**config.mk**
```make
export PLATFORM = sky130hd
export DESIGN_NAME = dmem_arbiter_flat
export DESIGN_NICKNAME = d
export VERILOG_FILES = /design/src/rtl/dmem_arbiter_if.sv /design/src/rtl/dmem_arbiter.sv /design/src/flat_wrapper.sv
export SDC_FILE = /design/constraint.sdc
export NUM_CORES = 1
export LEC_CHECK = 0
export ABC_CLOCK_PERIOD_IN_PS = 2400
export CAP_MARGIN = 0
export CORE_MARGIN = 2
export CORE_UTILIZATION = 34
export CTS_BUF_LIST = sky130_fd_sc_hd__clkbuf_8
export CTS_CLUSTER_DIAMETER = 150
export DETAILED_ROUTE_END_ITERATION = 7
export GPL_ROUTABILITY_DRIVEN = 0
export PLACE_DENSITY = 0.83
export SYNTH_ARGS = -nofsm -noshare
export SYNTH_HDL_FRONTEND = slang
export SYNTH_SLANG_ARGS = --single-unit
```
**constraint.sdc**
```tcl
create_clock -name clk -period 2.4 [get_ports clk]
set_clock_uncertainty 0.1 [all_clocks]
set_input_delay 0.36 -clock clk [delete_from_list [all_inputs] [get_ports clk]]
set_output_delay 0.36 -clock clk [all_outputs]
set_load 0.05 [all_outputs]
```
**src/rtl/dmem_arbiter_if.sv**
```systemverilog
// External (loader/debug) access channel into the data-memory arbiter.
// The requester drives through master; the arbiter responds through slave.
interface dmem_arbiter_if #(
    parameter int unsigned DM_ADDRESS = 9,
    parameter int unsigned DATA_W     = 32
);
    logic                  ext_req;
    logic                  ext_we;
    logic [DM_ADDRESS-1:0] ext_addr;
    logic [DATA_W-1:0]     ext_wdata;
    logic [2:0]            ext_funct3;
    logic                  ext_gnt;
    logic                  ext_rvalid;
    logic [DATA_W-1:0]     ext_rdata;

    modport master (
        output ext_req, ext_we, ext_addr, ext_wdata, ext_funct3,
        input  ext_gnt, ext_rvalid, ext_rdata
    );

    modport slave (
        input  ext_req, ext_we, ext_addr, ext_wdata, ext_funct3,
        output ext_gnt, ext_rvalid, ext_rdata
    );
endinterface

```
**src/rtl/dmem_arbiter.sv**
```systemverilog
// Shares the data-memory port between the MEM stage and an external requester,
// forcing a one-cycle core stall when the external side has waited too long.
module dmem_arbiter #(
    parameter int unsigned DM_ADDRESS   = 9,
    parameter int unsigned DATA_W       = 32,
    parameter int unsigned STARVE_LIMIT = 8
) (
    input  logic                  clk,
    input  logic                  reset,
    input  logic                  core_mem_read,
    input  logic                  core_mem_write,
    input  logic [DM_ADDRESS-1:0] core_addr,
    input  logic [DATA_W-1:0]     core_wdata,
    input  logic [2:0]            core_funct3,
    output logic [DATA_W-1:0]     core_rdata,
    output logic                  core_stall,
    dmem_arbiter_if.slave         ext,
    output logic                  mem_read,
    output logic                  mem_write,
    output logic [DM_ADDRESS-1:0] mem_addr,
    output logic [DATA_W-1:0]     mem_wdata,
    output logic [2:0]            mem_funct3,
    input  logic [DATA_W-1:0]     mem_rdata,
    output logic [15:0]           force_count
);
    typedef enum logic {NORMAL, FORCE} state_t;

    localparam logic [7:0] LIMIT_M1 = 8'(STARVE_LIMIT - 1);

    state_t            state;
    logic [7:0]        wait_cnt;
    logic              core_act;
    logic              core_own;
    logic              ext_own;
    logic              denied;
    logic              rvalid_q;
    logic [DATA_W-1:0] rdata_q;

    assign core_act = core_mem_read | core_mem_write;

    always_comb begin
        core_own   = 1'b0;
        ext_own    = 1'b0;
        core_stall = 1'b0;
        mem_read   = 1'b0;
        mem_write  = 1'b0;
        mem_addr   = '0;
        mem_wdata  = '0;
        mem_funct3 = '0;
        core_rdata = '0;
        if (!reset) begin
            core_stall = (state == FORCE);
            core_own   = (state == NORMAL) && core_act;
            ext_own    = ext.ext_req && ((state == FORCE) || !core_act);
        end
        if (core_own) begin
            // a simultaneous read+write is treated as a write
            mem_write  = core_mem_write;
            mem_read   = core_mem_read && !core_mem_write;
            mem_addr   = core_addr;
            mem_wdata  = core_wdata;
            mem_funct3 = core_funct3;
            core_rdata = mem_rdata;
        end else if (ext_own) begin
            mem_write  = ext.ext_we;
            mem_read   = !ext.ext_we;
            mem_addr   = ext.ext_addr;
            mem_wdata  = ext.ext_wdata;
            mem_funct3 = ext.ext_funct3;
        end
    end

    assign ext.ext_gnt    = ext_own;
    assign ext.ext_rvalid = rvalid_q;
    assign ext.ext_rdata  = rdata_q;
    assign denied         = ext.ext_req && !ext_own;

    always_ff @(posedge clk) begin
        if (reset) begin
            state       <= NORMAL;
            wait_cnt    <= '0;
            rvalid_q    <= 1'b0;
            rdata_q     <= '0;
            force_count <= '0;
        end else begin
            rvalid_q <= ext_own && !ext.ext_we;
            if (ext_own && !ext.ext_we)
                rdata_q <= mem_rdata;

            unique case (state)
                NORMAL: begin
                    if (denied) begin
                        // force_count is bumped on entry so it already reads
                        // the new value during the FORCE cycle itself
                        if (wait_cnt == LIMIT_M1) begin
                            state    <= FORCE;
                            wait_cnt <= '0;
                            if (force_count != '1)
                                force_count <= force_count + 16'd1;
                        end else begin
                            wait_cnt <= wait_cnt + 8'd1;
                        end
                    end else begin
                        wait_cnt <= '0;
                    end
                end
                FORCE: begin
                    state    <= NORMAL;
                    wait_cnt <= '0;
                end
                default: state <= NORMAL;
            endcase
        end
    end
endmodule

```
**src/flat_wrapper.sv**
```systemverilog
// flat-port wrapper written by rule: the top's interface ports become plain ports
module dmem_arbiter_flat 
#(
    parameter int unsigned DM_ADDRESS   = 9,
    parameter int unsigned DATA_W       = 32,
    parameter int unsigned STARVE_LIMIT = 8
)
  (clk, reset, core_mem_read, core_mem_write, core_addr, core_wdata, core_funct3, core_rdata, core_stall, mem_read, mem_write, mem_addr, mem_wdata, mem_funct3, mem_rdata, force_count, ext_ext_req, ext_ext_we, ext_ext_addr, ext_ext_wdata, ext_ext_funct3, ext_ext_gnt, ext_ext_rvalid, ext_ext_rdata);
  dmem_arbiter_if #(.DM_ADDRESS(DM_ADDRESS), .DATA_W(DATA_W)) ext_i ();
  input  logic clk;
  input  logic reset;
  input  logic core_mem_read;
  input  logic core_mem_write;
  input  logic [DM_ADDRESS-1:0] core_addr;
  input  logic [DATA_W-1:0] core_wdata;
  input  logic [2:0] core_funct3;
  output logic [DATA_W-1:0] core_rdata;
  output logic core_stall;
  output logic mem_read;
  output logic mem_write;
  output logic [DM_ADDRESS-1:0] mem_addr;
  output logic [DATA_W-1:0] mem_wdata;
  output logic [2:0] mem_funct3;
  input  logic [DATA_W-1:0] mem_rdata;
  output logic [15:0] force_count;
  input wire logic [$bits(ext_i.ext_req)-1:0] ext_ext_req;
  input wire logic [$bits(ext_i.ext_we)-1:0] ext_ext_we;
  input wire logic [$bits(ext_i.ext_addr)-1:0] ext_ext_addr;
  input wire logic [$bits(ext_i.ext_wdata)-1:0] ext_ext_wdata;
  input wire logic [$bits(ext_i.ext_funct3)-1:0] ext_ext_funct3;
  output wire logic [$bits(ext_i.ext_gnt)-1:0] ext_ext_gnt;
  output wire logic [$bits(ext_i.ext_rvalid)-1:0] ext_ext_rvalid;
  output wire logic [$bits(ext_i.ext_rdata)-1:0] ext_ext_rdata;
  assign ext_i.ext_req = ext_ext_req;
  assign ext_i.ext_we = ext_ext_we;
  assign ext_i.ext_addr = ext_ext_addr;
  assign ext_i.ext_wdata = ext_ext_wdata;
  assign ext_i.ext_funct3 = ext_ext_funct3;
  assign ext_ext_gnt = ext_i.ext_gnt;
  assign ext_ext_rvalid = ext_i.ext_rvalid;
  assign ext_ext_rdata = ext_i.ext_rdata;
  dmem_arbiter #(.DM_ADDRESS(DM_ADDRESS), .DATA_W(DATA_W), .STARVE_LIMIT(STARVE_LIMIT)) u_core (.clk(clk), .reset(reset), .core_mem_read(core_mem_read), .core_mem_write(core_mem_write), .core_addr(core_addr), .core_wdata(core_wdata), .core_funct3(core_funct3), .core_rdata(core_rdata), .core_stall(core_stall), .ext(ext_i), .mem_read(mem_read), .mem_write(mem_write), .mem_addr(mem_addr), .mem_wdata(mem_wdata), .mem_funct3(mem_funct3), .mem_rdata(mem_rdata), .force_count(force_count));
endmodule
```
==> flow_summary.json <==
{
  "cts_sinks": 58,
  "worst_path_most_repeated_cell": "buf_12",
  "cts_buffers": 9,
  "avgRoutedWirePerCell_um": 18.3,
  "grt_pass1_vias": 3934,
  "max-slew-margin-rel_pct": 61.6,
  "hold_class": "reg2reg",
  "finalSetupViolations": 0,
  "synth-seq-cells": 58,
  "syn-cell-area_um2": 3140,
  "end_kind": "output port",
  "grt-ovfl-total": 0,
  "syn_inst": 383,
  "ant_nets": 0,
  "ios": 255,
  "synth_fp_nets": 511,
  "cts_tree": "done",
  "antenna-diode-count": 0,
  "ys_types": 37,
  "post-route-period-util_pct": 98.8,
  "routed_wl_um": 13700,
  "synth.top_cells.by_area": "dfxtp_1 (37%), a22o_1 (13%), and2_1 (6.4%), nand2b_1 (6.4%), o21ai_0 (4.8%)",
  "cts_buffer_depth": 2,
  "synth_top_area_share_pct": 37.0,
  "drtIter0Drc": 112,
  "setup.worst_path.start_class": "input pin",
  "hpwl_um": 10200,
  "cp_max_fo": 52,
  "worst-slew-pin-transition_ns": 0.574,
  "portBuffers": 254,
  "grt_max_degree": 66,
  "hold_viol_final": 0,
  "fmax_mhz": 422,
  "drc": 0,
  "syn_to_final_growth_pct": 124,
  "firstDrtPassIters": 5,
  "num_rows": 35,
  "final_common_cell": "clkdlybuf4s50_1",
  "p_per_area_nw_per_um2": 463,
  "core_area_um2": 9110,
  "peakVddDrop_uv": 369,
  "tns_ns": 0,
  "maxSlewViolCount": 0,
  "outcome": "finished clean",
  "grt_first_pass_wirelength_um": 19900,
  "cts.clk_slew.worst_paths_ns": 0.06,
  "criticalPathCategory": "in2out",
  "grtUsageTotal_pct": 25.3,
  "maxCapViolations": 0,
  "cp_slowest_cell": "clkdlybuf4s50_1",
  "cts_root_buffer": "clkbuf_8",
  "crit_chain": "clkdlybuf4s50_1 -> nor2_2 -> nor3_4 -> buf_12 -> a22o_1 -> buf_12",
  "cp_data_required_time_ns": 1.94,
  "finalCoreUtilization_pct": 77.0,
  "crit_path_max_incr_delay_ns": 0.51,
  "nNetsFinal": 760,
  "cts_hold_buf": 0,
  "avgSynthCellArea_um2": 8.19,
  "clock_latency_ns": 0.33,
  "ys_warn_count": 0,
  "start_util_pct": 34.4,
  "antenna_found_initial": 0,
  "critPathTopFamily": "buffers and inverters",
  "min_period_ns": 2.37,
  "p_leak_nw": 2.65,
  "vias": 3876,
  "via_per_inst": 5.18,
  "ys_seq_area_share_pct": 37.0,
  "htreeDepth": 3,
  "synth_top_area_cell": "dfxtp_1",
  "die_h_um": 100,
  "mostFrequentLayoutCells": "clkdlybuf4s50_1 (172), buf_12 (83), dfxtp_1 (56)",
  "die-width_um": 100,
  "dieArea_um2": 10000,
  "cp_num_buf_inv": 3,
  "arrival_ns": 1.91,
  "rsz0062_at_grt": "true",
  "drive_gt1_share_pct": 21.2
}
-- kinds of logic (layout without fill, tap and decap cells) --
kind of cell	count (synthesis)	count (layout)	synth area share (%)
fa+ha+maj	2	2	0.798
mux	5	5	1.80
compound gates	102	102	22.8
buf+inv	34	288	4.15
simple gates	176	176	31.8
flops	58	58	37.0
xor+xnor	6	6	1.68
-- routing by layer --
metal	GRT usage, %	wire length, um
met1	31.0	5320
met2	41.9	6980
met3	9.47	1220
met4	7.06	201
met5	0	0
-- sequential cells by signal (all words and copies together), names as in the netlist --
signal	flops
u_core.ext.ext_rdata	32
u_core.ext.ext_rvalid	1
u_core.force_count	16
u_core.state	1
u_core.wait_cnt	8
-- repair_timing --
item,4_1_cts,5_1_grt
cloned,0,2
endpoints found under the setup margin,1,83
setup buffers,0,2
gates resized for setup,1,21
pin swaps,0,1
-- worst paths after layout --
path                            startpoint                       end  slack (ns)  cells after the start
setup / recovery             core_mem_read               mem_addr[3]        0.03                      6
hold / removal    u_core.ext.ext_rdata[28]  u_core.ext.ext_rdata[28]        0.37                      2
setup reg to reg        u_core.wait_cnt[2]     u_core.force_count[8]        0.05                      4
hold reg to reg   u_core.ext.ext_rdata[28]  u_core.ext.ext_rdata[28]        0.37                      2
-- synth_stat cells --
cell	count
a211oi_2	1
a21oi_1	12
a22o_1	45
and2_1	32
and3_1	3
and3b_1	1
and4_1	1
buf_1	6
buf_2	2
clkbuf_1	21
dfxtp_1	58
ha_1	2
inv_1	5
mux2_1	5
nand2_1	39
nand2b_1	32
nand3_1	14
nand4_1	4
nand4_2	1
nor2_1	16
nor2b_1	8
nor3_1	1
nor3b_1	2
nor4_1	5
nor4b_1	1
nor4b_2	2
o211a_1	1
o21a_1	1
o21ai_0	30
o21ai_1	4
o31ai_1	8
or3_1	4
or3b_1	1
or4_1	8
or4_4	1
xnor2_1	1
xor2_1	5
-- area by class of cell --
cell class,count,area (um2)
clock inverters,5,101
repair buffers,267,3510
inverters,5,18.8
fillers,588,2100
flip-flops and latches,58,1160
well taps,111,139
clock buffers,11,151
multi-input cells,291,1930
-- tightest hold or removal path, delay by kind of cell, from the launching register on --
| family | cells | cell delay [ns] |
|---|---|---|
| flip-flops | 1 | 0.31 |
| AND/OR/NAND/NOR | 1 | 0.06 |
| AO/OA/AOI/OAI | 1 | 0.05 |
-- stage by stage --
stage	cells	power (mW)	instance area, um2	setup WS (ns)	hold slack (ns)
final	748	3.25	7010	0.0290	0.369
after global routing	748	3.35	7010	-0.0396	0.395
after CTS	744	3.23	6870	0.00363	0.373
after detailed placement	728	2.11	6610	-0.00198	0.356
after global placement	728	2.09	6610	0.0358	0.354
after floorplan	383	1.46	3140	0.0589	0.338
-- report_power, final --
group	switching, mW	total [mW]	internal (mW)
Combinational	0.552	1.14	0.588
Sequential	0.00798	0.984	0.976
Clock	0.382	1.13	0.743
Power figures use the tool's default switching activity.
